## src/rtl/interrupt_ctrl_pkg.sv

```systemverilog
// Shared types and register-window constants for the interrupt controller.
package interrupt_ctrl_pkg;

    localparam logic [11:0] INT_BASE_ADDR     = 12'hF00;
    localparam logic [3:0]  INT_FACTOR_OFFSET = 4'h0;
    localparam logic [3:0]  INT_MASK_OFFSET   = 4'h8;
    localparam int          INT_GROUP_WIDTH   = 4;
    localparam int          INT_MAX_SOURCES   = 16;

    typedef enum logic [1:0] {
        REG_NONE   = 2'd0,
        REG_FACTOR = 2'd1,
        REG_MASK   = 2'd2
    } reg_kind_e;

    typedef struct packed {
        logic      hit;
        reg_kind_e kind;
        logic [1:0] group;
    } bus_decode_t;

    // Window decode; the 13-bit difference keeps addresses below the base from
    // aliasing into the window.
    function automatic bus_decode_t decode_addr(input logic [11:0] addr,
                                                input logic [11:0] base);
        logic [12:0] diff;
        bus_decode_t d;
        diff    = {1'b0, addr} - {1'b0, base};
        d.hit   = (diff < 13'd16);
        d.group = diff[1:0];
        d.kind  = REG_NONE;
        if (d.hit) begin
            if (diff[3:2] == INT_FACTOR_OFFSET[3:2]) begin
                d.kind = REG_FACTOR;
            end else if (diff[3:2] == INT_MASK_OFFSET[3:2]) begin
                d.kind = REG_MASK;
            end
        end
        return d;
    endfunction

endpackage

```

## src/rtl/interrupt_ctrl_if.sv

```systemverilog
// CPU-side register bus of the interrupt controller.
interface interrupt_ctrl_if;

    logic [11:0] bus_addr;
    logic        bus_write_en;
    logic        bus_read_en;
    logic [3:0]  bus_write_data;
    logic [3:0]  bus_read_data;
    logic        bus_hit;

    modport master (
        output bus_addr, bus_write_en, bus_read_en, bus_write_data,
        input  bus_read_data, bus_hit
    );

    modport slave (
        input  bus_addr, bus_write_en, bus_read_en, bus_write_data,
        output bus_read_data, bus_hit
    );

endinterface

```

## src/rtl/interrupt_ctrl_flag_group.sv

```systemverilog
// One nibble of interrupt sources: factor flags, mask bits and registered requests.
module int_flag_group #(
    parameter int WIDTH = 4
) (
    input  logic             clk,
    input  logic             reset_n,
    input  logic [WIDTH-1:0] event_in,
    input  logic             clr_flags,
    input  logic             mask_we,
    input  logic [WIDTH-1:0] mask_wdata,
    output logic [WIDTH-1:0] flags,
    output logic [WIDTH-1:0] mask,
    output logic [WIDTH-1:0] irq
);

    // Factor flags: read clears the nibble, a same-cycle event wins over the clear.
    always_ff @(posedge clk) begin
        if (!reset_n) begin
            flags <= '0;
        end else begin
            flags <= (clr_flags ? '0 : flags) | event_in;
        end
    end

    // Mask bits loaded by CPU writes.
    always_ff @(posedge clk) begin
        if (!reset_n) begin
            mask <= '0;
        end else if (mask_we) begin
            mask <= mask_wdata;
        end
    end

    // Requests registered from the current flag and mask state.
    always_ff @(posedge clk) begin
        if (!reset_n) begin
            irq <= '0;
        end else begin
            irq <= flags & mask;
        end
    end

endmodule

```

## src/rtl/interrupt_ctrl.sv

```systemverilog
// Interrupt controller: per-source latched factors, masks and a 16-nibble CPU window.
module interrupt_ctrl
    import interrupt_ctrl_pkg::*;
#(
    parameter int          NUM_SOURCES = 15,
    parameter logic [11:0] BASE_ADDR   = INT_BASE_ADDR
) (
    input  logic                   clk,
    input  logic                   reset_n,
    input  logic [NUM_SOURCES-1:0] event_in,
    interrupt_ctrl_if.slave        bus,
    output logic [NUM_SOURCES-1:0] interrupt_req
);

    localparam int NUM_GROUPS = (NUM_SOURCES + INT_GROUP_WIDTH - 1) / INT_GROUP_WIDTH;

    bus_decode_t            dec;
    logic                   read_ok;
    logic                   write_ok;
    logic [NUM_GROUPS-1:0]  grp_clr;
    logic [NUM_GROUPS-1:0]  grp_mask_we;
    logic [NUM_SOURCES-1:0] flags_flat;
    logic [NUM_SOURCES-1:0] mask_flat;
    logic [3:0]             rd_nibble;

    // Address decode of the register window.
    always_comb begin
        dec = decode_addr(bus.bus_addr, BASE_ADDR);
    end

    assign bus.bus_hit = dec.hit;

    // A cycle with both strobes is treated as no access at all.
    assign read_ok  = bus.bus_read_en  & ~bus.bus_write_en;
    assign write_ok = bus.bus_write_en & ~bus.bus_read_en;

    // Per-nibble read-clear and mask-write strobes.
    always_comb begin
        grp_clr     = '0;
        grp_mask_we = '0;
        for (int g = 0; g < NUM_GROUPS; g++) begin
            if (int'(dec.group) == g) begin
                grp_clr[g]     = read_ok  && (dec.kind == REG_FACTOR);
                grp_mask_we[g] = write_ok && (dec.kind == REG_MASK);
            end
        end
    end

    // Read mux; bits beyond NUM_SOURCES and non-register addresses stay 0.
    always_comb begin
        rd_nibble = '0;
        for (int i = 0; i < NUM_SOURCES; i++) begin
            if ((i / INT_GROUP_WIDTH) == int'(dec.group)) begin
                if (dec.kind == REG_FACTOR) begin
                    rd_nibble[i % INT_GROUP_WIDTH] = flags_flat[i];
                end else if (dec.kind == REG_MASK) begin
                    rd_nibble[i % INT_GROUP_WIDTH] = mask_flat[i];
                end
            end
        end
    end

    assign bus.bus_read_data = rd_nibble;

    // The last group is narrowed so no unused source bits exist.
    for (genvar g = 0; g < NUM_GROUPS; g++) begin : g_group
        localparam int LO = g * INT_GROUP_WIDTH;
        localparam int W  = ((NUM_SOURCES - LO) >= INT_GROUP_WIDTH) ? INT_GROUP_WIDTH
                                                                    : (NUM_SOURCES - LO);
        int_flag_group #(
            .WIDTH (W)
        ) u_group (
            .clk        (clk),
            .reset_n    (reset_n),
            .event_in   (event_in[LO +: W]),
            .clr_flags  (grp_clr[g]),
            .mask_we    (grp_mask_we[g]),
            .mask_wdata (bus.bus_write_data[W-1:0]),
            .flags      (flags_flat[LO +: W]),
            .mask       (mask_flat[LO +: W]),
            .irq        (interrupt_req[LO +: W])
        );
    end

endmodule

```

## src/flat_wrapper.sv

```systemverilog
// flat-port wrapper written by rule: the top's interface ports become plain ports
module interrupt_ctrl_flat import interrupt_ctrl_pkg::*;
#(
    parameter int          NUM_SOURCES = 15,
    parameter logic [11:0] BASE_ADDR   = INT_BASE_ADDR
)
  (clk, reset_n, event_in, interrupt_req, bus_bus_addr, bus_bus_write_en, bus_bus_read_en, bus_bus_write_data, bus_bus_read_data, bus_bus_hit);
  interrupt_ctrl_if bus_i ();
  input  logic clk;
  input  logic reset_n;
  input  logic [NUM_SOURCES-1:0] event_in;
  output logic [NUM_SOURCES-1:0] interrupt_req;
  input wire logic [$bits(bus_i.bus_addr)-1:0] bus_bus_addr;
  input wire logic [$bits(bus_i.bus_write_en)-1:0] bus_bus_write_en;
  input wire logic [$bits(bus_i.bus_read_en)-1:0] bus_bus_read_en;
  input wire logic [$bits(bus_i.bus_write_data)-1:0] bus_bus_write_data;
  output wire logic [$bits(bus_i.bus_read_data)-1:0] bus_bus_read_data;
  output wire logic [$bits(bus_i.bus_hit)-1:0] bus_bus_hit;
  assign bus_i.bus_addr = bus_bus_addr;
  assign bus_i.bus_write_en = bus_bus_write_en;
  assign bus_i.bus_read_en = bus_bus_read_en;
  assign bus_i.bus_write_data = bus_bus_write_data;
  assign bus_bus_read_data = bus_i.bus_read_data;
  assign bus_bus_hit = bus_i.bus_hit;
  interrupt_ctrl #(.NUM_SOURCES(NUM_SOURCES), .BASE_ADDR(BASE_ADDR)) u_core (.clk(clk), .reset_n(reset_n), .event_in(event_in), .bus(bus_i), .interrupt_req(interrupt_req));
endmodule
```

## config.mk

```make
export PLATFORM = sky130hd
export DESIGN_NAME = interrupt_ctrl_flat
export DESIGN_NICKNAME = d
export VERILOG_FILES = /design/src/rtl/interrupt_ctrl_pkg.sv /design/src/rtl/interrupt_ctrl_if.sv /design/src/rtl/interrupt_ctrl_flag_group.sv /design/src/rtl/interrupt_ctrl.sv /design/src/flat_wrapper.sv
export SDC_FILE = /design/constraint.sdc
export NUM_CORES = 1
export LEC_CHECK = 0
export CORE_MARGIN = 5
export CORE_UTILIZATION = 35
export CTS_CLUSTER_SIZE = 25
export DETAILED_ROUTE_END_ITERATION = 8
export MAX_ROUTING_LAYER = met4
export PLACE_DENSITY = 0.72
export RECOVER_POWER = 50
export SKIP_LAST_GASP = 1
export SLEW_MARGIN = 25
export SYNTH_ARGS = -nofsm -noshare
export SYNTH_HDL_FRONTEND = slang
export SYNTH_HIERARCHICAL = 1
export SYNTH_SLANG_ARGS = --single-unit
```

## constraint.sdc

```tcl
create_clock -name clk -period 6.2 [get_ports clk]
set_clock_uncertainty 0.1 [all_clocks]
set_input_delay 0.62 -clock clk [delete_from_list [all_inputs] [get_ports clk]]
set_output_delay 0.62 -clock clk [all_outputs]
set_load 0.02 [all_outputs]
```

==> flow_summary.json, run 1 <==
{
  "synthFlopType": "dfxtp_1",
  "max_slew_margin_pct": -6.14,
  "drtPass1Iterations": 4,
  "worstSkewPairLatency_ns": 0.29,
  "postSynthCellCount": 175,
  "switching_share_pct": 22.8,
  "r2r_start": "u_core/g_group[0].u_group/flags[2]$_SDFF_PN0_",
  "cts_tree": "done",
  "met3_usage_pct": 3.63,
  "maxCapViolCount": 1,
  "cp-start-kind": "primary input",
  "fin_util_pct": 47.5,
  "path_class": "primary input to output port",
  "yosysUniqueCellTypes": 30,
  "crit_end": "bus_bus_read_data[2]",
  "synth.avg_cell_area_um2": 11.1,
  "outcome": "finished with violations",
  "grt_start_max_net_pins": 46,
  "clkTransAtPathRegs_ns": 0.07,
  "syn_to_final_growth_pct": 33.6,
  "violations": "max-capacitance violations, max-slew violations",
  "combPwrFrac_pct": 10.4,
  "vias_per_cell": 4.80,
  "intPower_mw": 0.420,
  "drv_slew": 46,
  "ys_top_cells_by_count": "dfxtp_1, nor2b_1, mux2i_1, and3_1, o21a_1",
  "grt_pass1_wl_mm": 7.04,
  "htree_levels": 2,
  "power.total_mw": 0.545,
  "rsz0062_at_grt": "no",
  "grt_pass1_vias": 1429,
  "holdCritPathClass": "flop to flop",
  "final_antenna_net_count": 0,
  "reg2reg_slack_ns": 5.33,
  "crit_required_ns": 5.48,
  "final_area_mm2": 0.00258,
  "synth_top_area_cell": "dfxtp_1",
  "start_util_pct": 35.6,
  "post-route-drc-count": 0,
  "cts_buffer_depth": 2,
  "cts_resized": 0,
  "synth_area_leaders": "dfxtp_1, mux2i_1, nor2b_1, o21a_1, and3_1",
  "post_drt_wl_per_cell_um": 14.8,
  "synth_edf_count": 0,
  "postPlaceCellArea_mm2": 0.00249,
  "top_level_ports": 55,
  "drtIter0Drc": 58,
  "drive_above_1_share_pct": 9.65,
  "tightest_slew_ns": 1.59,
  "crit_fanout": 12,
  "setup_viol": 0,
  "async_flop_share_pct": 0,
  "nNetsFinal": 263,
  "track_usage_pct": 13.0,
  "num_antenna_cells": 0,
  "grtUsageMet2_pct": 19.8,
  "final.setup.tns_ns": 0,
  "critPathLaunch": "bus_bus_addr[9]",
  "globalplace.congestion": 0.768,
  "hold_violations": 0,
  "dp_hpwl_mm": 3.23,
  "powerDensity_mw_per_mm2": 211,
  "portBuffers": 54,
  "use_met1_pct": 16.6,
  "std_cell_rows": 27,
  "cp-end-kind": "output port",
  "hold_buffers": 0,
  "grt_overflow_total": 0,
  "design.core.area_mm2": 0.00544,
  "synth_area_mm2": 0.00193,
  "postCtsSetupBuffers": 0,
  "timing.fmax_ghz": 0.249,
  "ys_seq_area_share_pct": 46.6,
  "synth_fp_nets": 211,
  "clock-root-buffer": "clkbuf_8",
  "top_usage_layer": "met2",
  "synth_warnings": 6,
  "ir_worst_vdd_v": 0.000119,
  "clock_power_share_pct": 34.5,
  "vias": 1441,
  "dieArea_mm2": 0.00711,
  "clock_sinks": 45,
  "power_leakage_nw": 0.993,
  "p_sw_mw": 0.124,
  "yosysMostFrequentCell": "dfxtp_1",
  "synth-seq-cells": 45,
  "min_period_ns": 4.01,
  "period_share_pct": 64.7,
  "wirelength_mm": 4.44,
  "die_x_um": 84.3,
  "yosysTopAreaCellShare_pct": 46.6,
  "cts_buffers": 5,
  "r2r_cells": 2,
  "antenna_found_initial": 0,
  "r2r-end": "u_core/g_group[0].u_group/flags[2]$_SDFF_PN0_",
  "pwr-share-seq_pct": 55.1,
  "fp.dieH_um": 84.3,
  "worstPathArrival_ns": 3.29
}
-- worst min path at each step --
stage / startpoint / endpoint / depth (start not counted)
final: u_core/g_group[1].u_group/mask[3]$_SDFFE_PN0P_ / u_core/g_group[1].u_group/irq[3]$_SDFF_PN0_ / 1
after global routing: u_core/g_group[1].u_group/mask[3]$_SDFFE_PN0P_ / u_core/g_group[1].u_group/irq[3]$_SDFF_PN0_ / 1
after CTS: u_core/g_group[1].u_group/mask[3]$_SDFFE_PN0P_ / u_core/g_group[1].u_group/irq[3]$_SDFF_PN0_ / 1
after detailed placement: u_core/g_group[2].u_group/mask[3]$_SDFFE_PN0P_ / u_core/g_group[2].u_group/irq[3]$_SDFF_PN0_ / 1
after global placement: u_core/g_group[1].u_group/mask[3]$_SDFFE_PN0P_ / u_core/g_group[1].u_group/irq[3]$_SDFF_PN0_ / 1
after floorplan: u_core/g_group[0].u_group/flags[0]$_SDFF_PN0_ / u_core/g_group[0].u_group/irq[0]$_SDFF_PN0_ / 1
-- cell type report --
class | instances | area (µm²)
repair buffers | 55 | 544
inverters | 2 | 7.51
clock inverters | 2 | 13.8
fillers | 517 | 2860
multi-input cells | 118 | 945
flip-flops and latches | 45 | 901
clock buffers | 6 | 82.6
well taps | 72 | 90.1
-- placed cells by master (no fill, tap or decap), drive strengths merged, types with 3 or more instances in the layout --
master / netlist / final
and3: 15 / 15
clkbuf: 3 / 7
clkdlybuf4s50: 0 / 38
dfxtp: 45 / 45
dlygate4sd3: 0 / 16
mux2: 4 / 4
mux2i: 20 / 20
nand2b: 3 / 3
nor2b: 30 / 30
nor3: 8 / 8
o21a: 15 / 15
o221ai: 4 / 4
-- power groups by stage --
stage / sequential (mW) / combinational, mW / clock, mW
after floorplan: 0.305 / 0.0276 / 0
after global placement: 0.307 / 0.0561 / 0
after detailed placement: 0.307 / 0.0565 / 0
after CTS: 0.300 / 0.0568 / 0.195
after global routing: 0.301 / 0.0614 / 0.208
final: 0.300 / 0.0566 / 0.188
-- stage by stage --
step	setup slack, ns	cells	hold slack (ns)
2_1_floorplan	3.31	175	0.367
3_3_place_gp	2.43	292	0.388
3_5_place_dp	2.42	292	0.391
4_1_cts	2.42	300	0.401
5_1_grt	2.08	300	0.410
6_report	2.19	300	0.401
-- logic make-up (layout without fill, tap and decap cells) --
family	count (synthesis)	in the layout	share of synthesized area (%)
multiplexers	26	26	15.0
AO/OA/AOI/OAI	23	23	9.90
buffers and inverters	12	65	4.46
flip-flops	45	45	46.6
adder cells (fa/ha/maj)	1	1	0.647
AND/OR/NAND/NOR	68	68	23.4
-- per-layer routing --
layer  up-vias  wire, µm
li1        724         -
met2        35      2130
met1       676      2090
met3         6       192
met4         0        34
met5         -         0
-- flip-flops by register name, summed over array words and instances, names as in the netlist --
name / flops
u_core/g_group.u_group/flags: 15
u_core/g_group.u_group/irq: 15
u_core/g_group.u_group/mask: 15
-- worst max-delay path, stage by stage --
cell	delay [ns]
clkdlybuf4s50_1	0.47
or4b_1	0.47
or4_1	0.79
nor3_2	0.30
clkdlybuf4s50_1	0.64
(Power assumes the default switching activity.)
==> inputs of run 2 (changes only) <==
- clock period: 6.2 -> 3.8 ns (I/O delays scaled with it)
==> run 2 against run 1 <==
Sequential power increased by 63%. The flow still finishes with violations (max-capacitance violations, max-slew violations). Largest cell class unchanged. Sequential cell count unchanged. Wire length decreased by 0.29%. Highest routed layer unchanged. Worst setup slack got worse by 1.7 ns. Via count increased by 0.69%. Clock power increased by 97%. First-iteration DRC count increased by 28%.
==> flow_summary.json, run 2 (synthesized netlist as in run 1, its figures left out) <==
{
  "cts_buffer_depth": 2,
  "nNetsFinal": 266,
  "hold_violations": 0,
  "crit_fanout": 12,
  "clock_sinks": 45,
  "grt_start_max_net_pins": 46,
  "cpMaxStageDelayCell": "clkdlybuf4s50_1",
  "path_cells": "clkdlybuf4s50_1 -> or4b_1 -> or4_4 -> nor3_2 -> clkdlybuf4s50_1",
  "post_drt_wl_per_cell_um": 14.6,
  "grt_pass1_wl_mm": 7.09,
  "die_x_um": 84.3,
  "holdCritPathClass": "flop to flop",
  "htree_levels": 2,
  "std_cell_rows": 27,
  "powerDensity_mw_per_mm2": 363,
  "fin_util_pct": 48.2,
  "grt_overflow_total": 0,
  "period_share_pct": 87.7,
  "min_period_ns": 3.33,
  "max_slew_margin_pct": -8.50,
  "grt_pass1_vias": 1423,
  "grtUsageMet2_pct": 20.7,
  "track_usage_pct": 13.1,
  "crit_top_cell": "clkdlybuf4s50_1",
  "top_regs": "u_core/g_group.u_group/flags (15), u_core/g_group.u_group/irq (15), u_core/g_group.u_group/mask (15)",
  "multi_input_area_um2": 942,
  "hold_buffers": 0,
  "start_util_pct": 35.6,
  "post-route-drc-count": 0,
  "antenna_found_initial": 0,
  "outcome": "finished with violations",
  "vias_per_cell": 4.79,
  "top_level_ports": 55,
  "min_from": "u_core/g_group[3].u_group/mask[2]$_SDFFE_PN0P_",
  "tightest_slew_ns": 1.63,
  "worstPathArrival_ns": 2.85,
  "fill_cells": 524,
  "top_usage_layer": "met2",
  "dieArea_mm2": 0.00711,
  "drtIter0Drc": 74,
  "num_antenna_cells": 0,
  "globalplace.congestion": 0.779,
  "use_met1_pct": 16.8,
  "fp.dieH_um": 84.3,
  "final.setup.tns_ns": 0,
  "timing.fmax_ghz": 0.300,
  "whs_path_depth": 1,
  "layout_common_cells": "dfxtp_1, clkdlybuf4s50_1, nor2b_1",
  "r2r-end": "u_core/g_group[3].u_group/flags[2]$_SDFF_PN0_",
  "r2r_start": "u_core/g_group[3].u_group/flags[2]$_SDFF_PN0_",
  "ir_worst_vdd_v": 0.000223,
  "drv_slew": 46,
  "design.core.area_mm2": 0.00544,
  "cp-end-kind": "output port",
  "postCtsSetupBuffers": 0,
  "vias": 1451,
  "dp_hpwl_mm": 3.27,
  "drtPass1Iterations": 4,
  "reg2reg_slack_ns": 2.96,
  "final_antenna_net_count": 0,
  "syn_to_final_growth_pct": 35.6,
  "cts_buffers": 5,
  "critPathMaxStageDelay_ns": 0.65,
  "final_common_cell": "dfxtp_1",
  "r2r_cells": 2,
  "wirelength_mm": 4.43,
  "regArea_um2": 901,
  "holdPathEnd": "u_core/g_group[3].u_group/irq[2]$_SDFF_PN0_",
  "portBuffers": 54,
  "clock-root-buffer": "clkbuf_8",
  "met3_usage_pct": 2.75,
  "cts_tree": "done",
  "cp-start-kind": "primary input",
  "path_class": "primary input to output port",
  "setup_viol": 0,
  "worstSkewPairLatency_ns": 0.29,
  "cts_resized": 0,
  "rsz0062_at_grt": "no",
  "power_leakage_nw": 1.02,
  "violations": "max-capacitance violations, max-slew violations",
  "drive_above_1_share_pct": 10.4,
  "crit_required_ns": 3.32,
  "maxCapViolCount": 1,
  "clkTransAtPathRegs_ns": 0.08
}
==> run 2: cell types whose count changed in the layout (fill, tap and decap cells not counted), sizes merged <==
cell,change
clkinv,-2
clkbuf,+1
bufinv,+1
buf,+3
==> run 2: area by class of cell <==
| type | instances | share of cell area (%) |
|---|---|---|
| repair buffers | 58 | 21.6 |
| clock buffers | 7 | 3.29 |
| clock inverters | 1 | 1.14 |
| multi-input cells | 118 | 35.9 |
| inverters | 2 | 0.286 |
| well taps | 72 | 3.43 |
| flip-flops and latches | 45 | 34.3 |
==> run 2: where the power goes <==
part / internal (mW) / switching [mW] / leakage, nW / total, mW
registers: 0.482 / 0.00718 / 0.367 / 0.490
logic: 0.0565 / 0.0364 / 0.592 / 0.0928
clock network: 0.214 / 0.156 / 0.0585 / 0.370
total: 0.753 / 0.199 / 1.02 / 0.952
==> run 2: how the worst max path moves through the flow <==
| stage | startpoint | to | cells past startpoint |
|---|---|---|---|
| after global routing | bus_bus_addr[6] | bus_bus_read_data[0] | 5 |
| after CTS | bus_bus_addr[6] | bus_bus_read_data[1] | 5 |
| after global placement | bus_bus_addr[9] | bus_bus_read_data[2] | 5 |
| after floorplan | bus_bus_addr[6] | bus_bus_read_data[0] | 4 |
| final | bus_bus_addr[6] | bus_bus_read_data[2] | 5 |
| after detailed placement | bus_bus_addr[6] | bus_bus_read_data[2] | 5 |
==> run 2: metrics by stage <==
stage	std cells	hold WS, ns	area [µm²]	power (mW)	worst slack (ns)
2_1_floorplan	175	0.367	1930	0.543	1.39
3_3_place_gp	295	0.387	2520	0.593	0.505
3_5_place_dp	295	0.390	2520	0.594	0.473
4_1_cts	303	0.402	2630	0.962	0.470
5_1_grt	303	0.414	2620	0.991	0.407
6_report	303	0.399	2620	0.952	0.467
==> run 2: metal layers <==
metal / vias to the layer above / share of wire [%]
met5: - / 0
met2: 43 / 46
met3: 7 / 5.0
met4: 0 / 1.2
met1: 669 / 47
li1: 732 / -
==> run 2: worst max-delay path, delay by kind of cell <==
family                 cells  cell delay (ns)
buffers and inverters      2             1.05
and+or+nand+nor            3             1.42
